File: src/rtl/dmem_pkg.sv
// Shared definitions for the data-memory access controller: FSM state encoding
// and the default bus-timeout length.
package dmem_pkg;

   typedef enum logic [1:0] {
      IDLE = 2'd0,
      REQ  = 2'd1,
      DONE = 2'd2,
      ERR  = 2'd3
   } state_t;

   localparam int MAX_WAIT_DEFAULT = 15;

endpackage

File: src/rtl/dmem_wait_cnt.sv
// Saturating wait counter for the REQ phase; tc flags the last allowed cycle
// before the access is declared a bus error.
module dmem_wait_cnt
   import dmem_pkg::*;
#(
   parameter int MAX_WAIT = MAX_WAIT_DEFAULT
) (
   input  logic clk,
   input  logic reset,
   input  logic clear,
   input  logic en,
   output logic tc
);

   localparam int W = $clog2(MAX_WAIT + 1);

   logic [W-1:0] cnt;

   // Saturates at MAX_WAIT instead of wrapping, so a stuck enable cannot
   // bring tc back around.
   always_ff @(posedge clk) begin
      if (reset) begin
         cnt <= '0;
      end else if (clear) begin
         cnt <= '0;
      end else if (en && cnt != W'(MAX_WAIT)) begin
         cnt <= cnt + W'(1);
      end
   end

   assign tc = (cnt == W'(MAX_WAIT - 1));

endmodule

File: src/rtl/dmem_access.sv
// MEM-stage data-memory access controller: issues one registered request per
// load/store, stalls the pipeline until ack or timeout.
// Optional build macro DMEM_ALIGN_CHECK_EN rejects word-misaligned accesses.
module dmem_access
   import dmem_pkg::*;
#(
   parameter int MAX_WAIT = MAX_WAIT_DEFAULT
) (
   input  logic        clk,
   input  logic        reset,
   input  logic        MemRd,
   input  logic        MemWr,
   input  logic [31:0] Addr,
   input  logic [31:0] WrData,
   output logic        mem_req,
   output logic        mem_we,
   output logic [31:0] mem_addr,
   output logic [31:0] mem_wdata,
   input  logic        mem_ack,
   input  logic [31:0] mem_rdata,
   output logic [31:0] RdData,
   output logic        stall,
   output logic        bus_err,
   output logic        align_err
);

   state_t state;
   logic   access;
   logic   misaligned;
   logic   wait_tc;

   assign access = MemRd | MemWr;

`ifdef DMEM_ALIGN_CHECK_EN
   assign misaligned = (Addr[1:0] != 2'b00);
`else
   assign misaligned = 1'b0;
`endif

   // Reset dominates: the pipeline must not be held while the core is reset.
   assign stall = !reset && ((state == IDLE && access) || state == REQ);

   dmem_wait_cnt #(
      .MAX_WAIT (MAX_WAIT)
   ) u_wait_cnt (
      .clk   (clk),
      .reset (reset),
      .clear (state != REQ),
      .en    (state == REQ && !mem_ack),
      .tc    (wait_tc)
   );

   // NOTE: state and every registered output use non-blocking assignments so
   // all of them update together at the edge, independent of statement order.
   always_ff @(posedge clk) begin
      if (reset) begin
         state     <= IDLE;
         mem_req   <= 1'b0;
         mem_we    <= 1'b0;
         mem_addr  <= '0;
         mem_wdata <= '0;
         RdData    <= '0;
         bus_err   <= 1'b0;
         align_err <= 1'b0;
      end else begin
         bus_err   <= 1'b0;
         align_err <= 1'b0;
         unique case (state)
            IDLE: begin
               if (access) begin
                  if (misaligned) begin
                     align_err <= 1'b1;
                     state     <= ERR;
                  end else begin
                     mem_req   <= 1'b1;
                     mem_we    <= MemWr;
                     mem_addr  <= Addr;
                     mem_wdata <= WrData;
                     state     <= REQ;
                  end
               end
            end
            REQ: begin
               if (mem_ack) begin
                  if (!mem_we) RdData <= mem_rdata;
                  mem_req <= 1'b0;
                  state   <= DONE;
               end else if (wait_tc) begin
                  mem_req <= 1'b0;
                  RdData  <= '0;
                  bus_err <= 1'b1;
                  state   <= ERR;
               end
            end
            DONE, ERR: state <= IDLE;
            default:   state <= IDLE;
         endcase
      end
   end

endmodule

File: config.mk
export PLATFORM = sky130hd
export DESIGN_NAME = dmem_access
export DESIGN_NICKNAME = d
export VERILOG_FILES = /design/src/rtl/dmem_pkg.sv /design/src/rtl/dmem_wait_cnt.sv /design/src/rtl/dmem_access.sv
export SDC_FILE = /design/constraint.sdc
export NUM_CORES = 1
export LEC_CHECK = 0
export CORE_ASPECT_RATIO = 1.1
export CORE_MARGIN = 2
export CORE_UTILIZATION = 44
export CTS_CLUSTER_SIZE = 25
export DETAILED_ROUTE_END_ITERATION = 8
export GPL_TIMING_DRIVEN = 0
export PLACE_DENSITY = 0.86
export SYNTH_ARGS = -nofsm -noshare
export SYNTH_HDL_FRONTEND = slang
export SYNTH_SLANG_ARGS = --single-unit
File: constraint.sdc
create_clock -name clk -period 2.3 [get_ports clk]
set_input_delay 0.23 -clock clk [delete_from_list [all_inputs] [get_ports clk]]
set_output_delay 0.23 -clock clk [all_outputs]
set_load 0.01 [all_outputs]
; Yosys cells after proc, flatten, opt, wreduce, memory -nomap -nowiden
; Cells that the tools add are included.
[totals]
wordCells = 49
ff_bits = 105
input_bits = 101
out_inout_bits = 101
[classes]
n_addsub = 1
eq_ne = 9
muxes = 12
reduce_logical = 17
bitwise = 2
[ops]
columns = operator, n
row1 = 32-bit two-way mux, 3
row2 = 2-bit two-way mux, 3
row3 = 2-bit case mux with 3 select lines, 1
row4 = 3-bit AND reduction, 2
row5 = "4-bit by 1-bit adder with 4-bit output, second input constant", 1
row6 = "2-bit equality test, second input constant", 2
row7 = "4-bit equality test, second input constant", 1
row8 = 1-bit logical AND, 4
row9 = 1-bit two-way mux, 4
row10 = "2-bit != test, second input constant", 2
row11 = "4-bit != test, second input constant", 1
row12 = 2-bit AND reduction, 2
row13 = 2-bit nonzero test, 2
row14 = 2-bit OR reduction, 2
row15 = "3-bit by 2-bit != test with 1-bit output, second input constant", 1
row16 = 3-bit OR reduction, 1
row17 = "2-bit by 1-bit equality test with 1-bit output, second input constant", 1
row18 = 1-bit zero test, 2
row19 = 2-bit zero test, 1
row20 = "2-bit by 1-bit != test with 1-bit output, second input constant", 1
row21 = 1-bit case mux with 2 select lines, 1
row22 = 1-bit logical OR, 1
row23 = 1-bit inverter, 1
row24 = 1-bit OR, 1

; Depth between registers and ports, before layout
; Gate-level depths: netlist of run 1.
[depth]
depth_word = 4
depth_mapped = 6
depth_no_buf = 5

; Hierarchy
; From an unflattened synthesis of run 1, not the netlist that was laid out.
[unflattened]
hier_cells = 420
hier_area_um2 = 3905.0
[by_module_without_submodules]
columns = module, seq_area_each_um2, area_per_inst_um2, cells_per_inst, n_inst
row1 = dmem_access, 2021.9, 3687.3, 396, 1
row2 = dmem_wait_cnt, 80.1, 217.7, 24, 1

; Worst setup path after synthesis of run 1
; Ideal clock, no wire load.
[synth_path]
path_kind = input to output
from = input reset
to = output stall
slack_ps = 901
required_time_ps = 2070
cell_stages = 4
t_arrival_ps = 1169
path_buffers = 3
path_cell_list = clkbuf_1 > clkbuf_1 > buf_1 > a21oi_1
[synth_via]
elab_chain_cells = 2
[synth_rtl]
columns = element, line_no
row1 = from (decl), dmem_access.sv:10  ; input logic reset,
row2 = 1-bit zero test, dmem_access.sv:41  ; assign stall = !reset && ((state == IDLE && access) || state == REQ);
row3 = 1-bit logical AND, dmem_access.sv:41
row4 = to (decl), dmem_access.sv:22  ; output logic stall,
; Every way passes these cells.

; Worst setup path in the final report of run 1
; Same ends and word-level chain as after synthesis.

==> results of run 1 <==
power breakdown:
group / leakage (nW) / switching [W] / internal (W)
registers: 0.861 / 0.0000639 / 0.00194
clock network: 0.0895 / 0.000660 / 0.000436
logic: 1.31 / 0.000449 / 0.000485
total: 2.26 / 0.00117 / 0.00286
routing by layer:
layer | global-route usage (%) | vias to the layer above | share of wire [%]
li1 | - | 2237 | -
met1 | 29.6 | 2272 | 39
met2 | 45.4 | 205 | 50
met3 | 9.48 | 18 | 9.4
met4 | 7.55 | 0 | 1.7
met5 | 0 | - | 0
registers in the layout (all words and copies together), names as in the netlist:
name and cells:
bus_err 1, u_wait_cnt.cnt 4, mem_req 1, state 2
mem_we 1, mem_wdata 32, RdData 32, mem_addr 32
layout make-up:
type | count | area [um2]
buffer | 54 | 224
clock buffer | 10 | 138
clock inverter | 6 | 50.0
fill | 759 | 2770
inverter | 3 | 11.3
multi-input combinational | 327 | 1820
sequential | 105 | 2100
tap | 117 | 146
timing repair buffer | 200 | 2000
path summary, 6_finish.rpt:
kind | end | slack, ns
setup / recovery | stall | 0.43
hold / removal | mem_addr[19] | 0.42
setup reg to reg | RdData[25] | 0.55
hold reg to reg | mem_addr[28] | 0.48
layout by cell type, fill, tap and decap left out, types with 2 or more instances in the layout:
master and n:
clkdlybuf4s50_1 199, dfxtp_1 105, a21oi_1 103, nand3_1 67, o21ai_0 56, clkbuf_1 40, a221oi_1 32, nor3_1 32
o21ai_1 10, clkbuf_8 10, buf_2 7, nor2_1 4, inv_1 3, or2_2 3, nand2_1 3, buf_1 3
buf_4 2, ha_1 2, clkinv_4 2, clkinvlp_4 2, inv_6 2
worst min-delay path, delay by kind of cell:
family                 cells  cell delay (ns)
buffers and inverters      1             0.39
AND/OR/NAND/NOR            1             0.06
AO/OA/AOI/OAI              1             0.06
kinds of logic after synthesis:
kind of cell,after synthesis
flip-flops,105
other,1
AO/OA/AOI/OAI,207
buffers and inverters,60
adder cells (fa/ha/maj),2
AND/OR/NAND/NOR,117
stage by stage:
| step | setup TNS, ns | util (%) | instances | cell area (um2) | worst slack, ns |
|---|---|---|---|---|---|
| final | 0 | 70.1 | 822 | 6490 | 0.432 |
| after global routing | 0 | 70.1 | 822 | 6490 | 0.337 |
| after CTS | 0 | 70.0 | 823 | 6480 | 0.0179 |
| after detailed placement | -0.531 | 68.0 | 809 | 6300 | -0.531 |
| after global placement | -0.489 | 68.0 | 809 | 6300 | -0.489 |
| after floorplan | 0 | - | 492 | 4150 | 0.901 |
==> flow_summary.yaml, run 1 <==
run_status:
  outcome: "finished clean"
timing:
  tightest_slew_ns: 0.579
  fin_crit_sh_pct: 81.2
  report.final.slew_viol_count: 0
  setup_viol: 0
  period_minus_slack_ns: 1.87
  rsz0062_at_grt: "false"
  maxSlewHeadroom_pct: 61.3
  whs_ns: 0.415
  max_freq_mhz: 535
  hold_viol_final: 0
  skew_ns: 0.0140
yosys:
  yosys.area_share.simple_pct: 14.6
  synth_compound_gate_area_share_pct: 28.3
  synth_top_area_share_pct: 50.6
  synth_edf_count: 0
  async_reset_ff_share_pct: 0
  yosysUniqueCellTypes: 29
  synth_xor_xnor_area_share_pct: 0
  synthFlopType: "dfxtp_1"
  synth_area_um2: 4150
  synth_fa_ha_area_share_pct: 0.603
  synth.avg_cell_area_um2: 8.44
  synth.most_common_cell: "dfxtp_1"
  synth_mux_area_share_pct: 0
  syn_nets: 595
  netlist_instances: 492
  synth_top_family_by_area: "compound AO/OA/AOI/OAI gates"
  yosys_warnings: 0
  yosys.area.top_type: "dfxtp_1"
  synth_top_cells_by_count: "105 x dfxtp_1, 103 x a21oi_1, 67 x nand3_1"
  synthTopCellsByArea: "dfxtp_1 51%, a21oi_1 12%, nand3_1 8.1%, a221oi_1 6.8%, o21ai_0 6.8%"
  synth-seq-area-share_pct: 50.6
  ys_seq_elements: 105
clock_network:
  cts_setup_buffers: 0
  clock-root-buffer: "clkbuf_8"
  clock-sinks: 105
  cts_tree: "done"
  cts_repair_resize_count: 3
  clkTransAtPathRegs_ns: 0.11
  cts_hold_buf: 0
  cts_buffer_depth: 2
  htree_levels: 3
  clkLatencyLatePin_ns: 0.37
  cts-buffers-inserted: 9
global_routing:
  grt_max_degree: 20
  gr-total-overflow: 0
  grt_pass1_wl_mm: 22.1
  antenna_found_initial: 0
  grt_pass1_vias: 4545
  grt_use_total_pct: 25.9
pwr:
  ir_worst_vdd_mv: 0.338
  finalPower_w: 0.00403
  pwr_density_cell_nw_per_um2: 621
  power.leakage_nw: 2.26
floorplan:
  num_io_pins: 202
  die_y_um: 106
  die_width_um: 96.6
  initial_core_util_pct: 44.8
  die_area_um2: 10200
  core_um2: 9260
  num_rows: 37
worst_hold_path:
  hold_class: "primary input to register"
  hold_path_depth: 3
  min-delay-start: "Addr[19]"
critical_path:
  reg2reg_from: "u_wait_cnt.cnt[0]"
  critPathKind: "primary input to output pin"
  startpoint: "reset"
  crit_chain: "clkdlybuf4s50_1 > clkbuf_2 > buf_2 > a21oi_1 > dlymetal6s2s_1"
  cp-start-kind: "primary input"
  crit_slowest_cell: "clkdlybuf4s50_1"
  slowest_delay_ns: 0.47
  critPathTopFamily: "buffers and inverters"
  reg2reg_depth: 6
  setup.worst_path.end_class: "output pin"
  worst-path-buf-inv: 4
  cp_max_fo: 19
  cp.depth: 5
  arrival_ns: 1.64
  cp.required_ns: 2.07
layout:
  layout-drive-gt1-share_pct: 4.82
  area_delta_synth_final_pct: 56.4
  num-nets-final: 803
  antenna_cells: 0
route:
  ant_nets: 0
  dr.pass1.iters: 5
  vias: 4732
  detail_route.iter0.violations: 239
  routedWlPerCell_um: 16.7
  vias_per_cell: 5.76
  routed_wirelength_mm: 13.7
  post-route-drc-count: 0
placed_design:
  dp_hpwl_mm: 10.2
  io_buffer_count: 200
  routabilityCongestion: 0.868
job:
  cap_viol_max_count: 0
Power figures use the tool's default switching activity.
==> run 2: changes to the inputs <==
Settings changed: CORE_UTILIZATION 44 to 41, PLACE_DENSITY 0.86 to 0.81.
Clock period 2.3 ns to 1.87 ns, I/O delays scaled along.
==> flow_summary.yaml, run 2 (synthesis gave the netlist of run 1 again) <==
run_status:
  outcome: "finished clean"
job:
  cap_viol_max_count: 0
route:
  dr.pass1.iters: 5
  vias_per_cell: 5.64
  detail_route.iter0.violations: 225
  ant_nets: 0
  routedWlPerCell_um: 16.3
  routed_wirelength_mm: 13.4
  post-route-drc-count: 0
  vias: 4644
clock_network:
  clock-sinks: 105
  clkLatencyLatePin_ns: 0.36
  cts_buffer_depth: 2
  cts_hold_buf: 0
  clock-root-buffer: "clkbuf_8"
  cts_tree: "done"
  cts-buffers-inserted: 9
  htree_levels: 3
  clkTransAtPathRegs_ns: 0.10
pwr:
  power.leakage_nw: 2.25
  ir_worst_vdd_mv: 0.458
  pwr_density_cell_nw_per_um2: 756
floorplan:
  die_y_um: 110
  die_area_um2: 10900
  num_io_pins: 202
  initial_core_util_pct: 42.2
  die_width_um: 99.9
  num_rows: 38
  core_um2: 9840
critical_path:
  setup.worst_path.end_class: "output pin"
  slowest_delay_ns: 0.37
  cp.required_ns: 1.68
  cp_max_fo: 10
  critPathKind: "register to output pin"
  critPathTopFamily: "buffers and inverters"
  worst-path-buf-inv: 2
  crit_slowest_cell: "dfxtp_2"
  arrival_ns: 1.57
  crit_chain: "nand2b_2 > buf_4 > a21oi_1 > clkdlybuf4s15_1"
  cp-start-kind: "register"
worst_hold_path:
  hold_class: "primary input to register"
placed_design:
  placed_area_um2: 6300
  dp_hpwl_mm: 10.2
  pre_cts_ws_ns: -0.867
  routabilityCongestion: 0.834
  io_buffer_count: 200
timing:
  setup_viol: 0
  skew_ns: 0.00918
  hold_viol_final: 0
  period_minus_slack_ns: 1.76
  fin_crit_sh_pct: 94.2
  finalWorstSetupSlack_ns: 0.109
  max_freq_mhz: 568
  rsz0062_at_grt: "false"
  report.final.slew_viol_count: 0
  maxSlewHeadroom_pct: 57.8
  tns_ns: 0
  tightest_slew_ns: 0.631
global_routing:
  grt_max_degree: 29
  grt_use_total_pct: 23.6
  gr-total-overflow: 0
  grt_pass1_wl_mm: 20.9
  antenna_found_initial: 0
  grt_pass1_vias: 4355
layout:
  layout-drive-gt1-share_pct: 4.97
  final_common_cell: "clkdlybuf4s50_1"
  num-nets-final: 802
  top_regs: "RdData (32), mem_addr (32), mem_wdata (32)"
  antenna_cells: 0
  fillers: 866
  final_cell_mix: "199 x clkdlybuf4s50_1, 103 x dfxtp_1, 103 x a21oi_1"
  area_delta_synth_final_pct: 56.4
  final_area_um2: 6490
run 2: cell count changes in the layout (fill, tap and decap cells not counted), sizes merged:
cell / before / now
inv: 5 / 3
clkinv: 2 / 1
clkdlybuf4s15: 0 / 1
dlymetal6s2s: 1 / 0
clkinvlp: 2 / 3
clkbuf: 52 / 53
run 2: stage by stage:
step	hold WS, ns	utilization, %	power, W	std cells
floorplan	0.304	-	0.00299	492
global placement	0.460	64.0	0.00361	812
detailed placement	0.467	64.0	0.00364	812
CTS	0.369	65.9	0.00494	824
global route	0.374	66.0	0.00515	824
finish	0.376	66.0	0.00491	824
run 2: what timing repair did:
item                       CTS  global route
buffers inserted             0             0
hold endpoints to repair     0             0
resized for setup            6             7
setup endpoints to repair    1             2
run 2: power breakdown:
part / internal (W) / leakage (nW) / switching (W)
combinational: 0.000597 / 1.30 / 0.000542
clock: 0.000556 / 0.0846 / 0.000755
sequential: 0.00238 / 0.861 / 0.0000807
total: 0.00354 / 2.25 / 0.00138
run 2: area by class of cell:
class	count	area, um2	area share (%)
Clock inverter	4	27.5	0.424
Multi-Input combinational cell	327	1820	28.0
Inverter	3	11.3	0.173
Buffer	53	224	3.45
Clock buffer	12	155	2.39
Timing Repair Buffer	200	2000	30.8
Tap cell	120	150	2.31
Sequential cell	105	2100	32.4
run 2: metal layers:
metal | up-vias | routed length [um] | GRT usage (%)
li1 | 2238 | - | -
met1 | 2190 | 5220 | 27.1
met2 | 199 | 6790 | 42.1
met3 | 17 | 1250 | 6.99
met4 | 0 | 169 | 7.44
met5 | - | 0 | 0
run 2: final timing paths:
| kind | slack, ns | endpoint | start | depth (start not counted) |
|---|---|---|---|---|
| max | 0.11 | stall | state[1] | 4 |
| min | 0.38 | mem_addr[25] | Addr[25] | 3 |
| max reg2reg | 0.15 | RdData[25] | u_wait_cnt.cnt[0] | 6 |
| min reg2reg | 0.48 | mem_addr[1] | mem_addr[1] | 2 |
run 2: worst reg2reg max path, delay by kind of cell, from the launching register on:
family,cells,cell delay (ns)
AOI/OAI and AO/OA,1,0.14
adders and majority gates,1,0.23
buffers and inverters,2,0.46
DFF,1,0.36
and+or+nand+nor,2,0.43
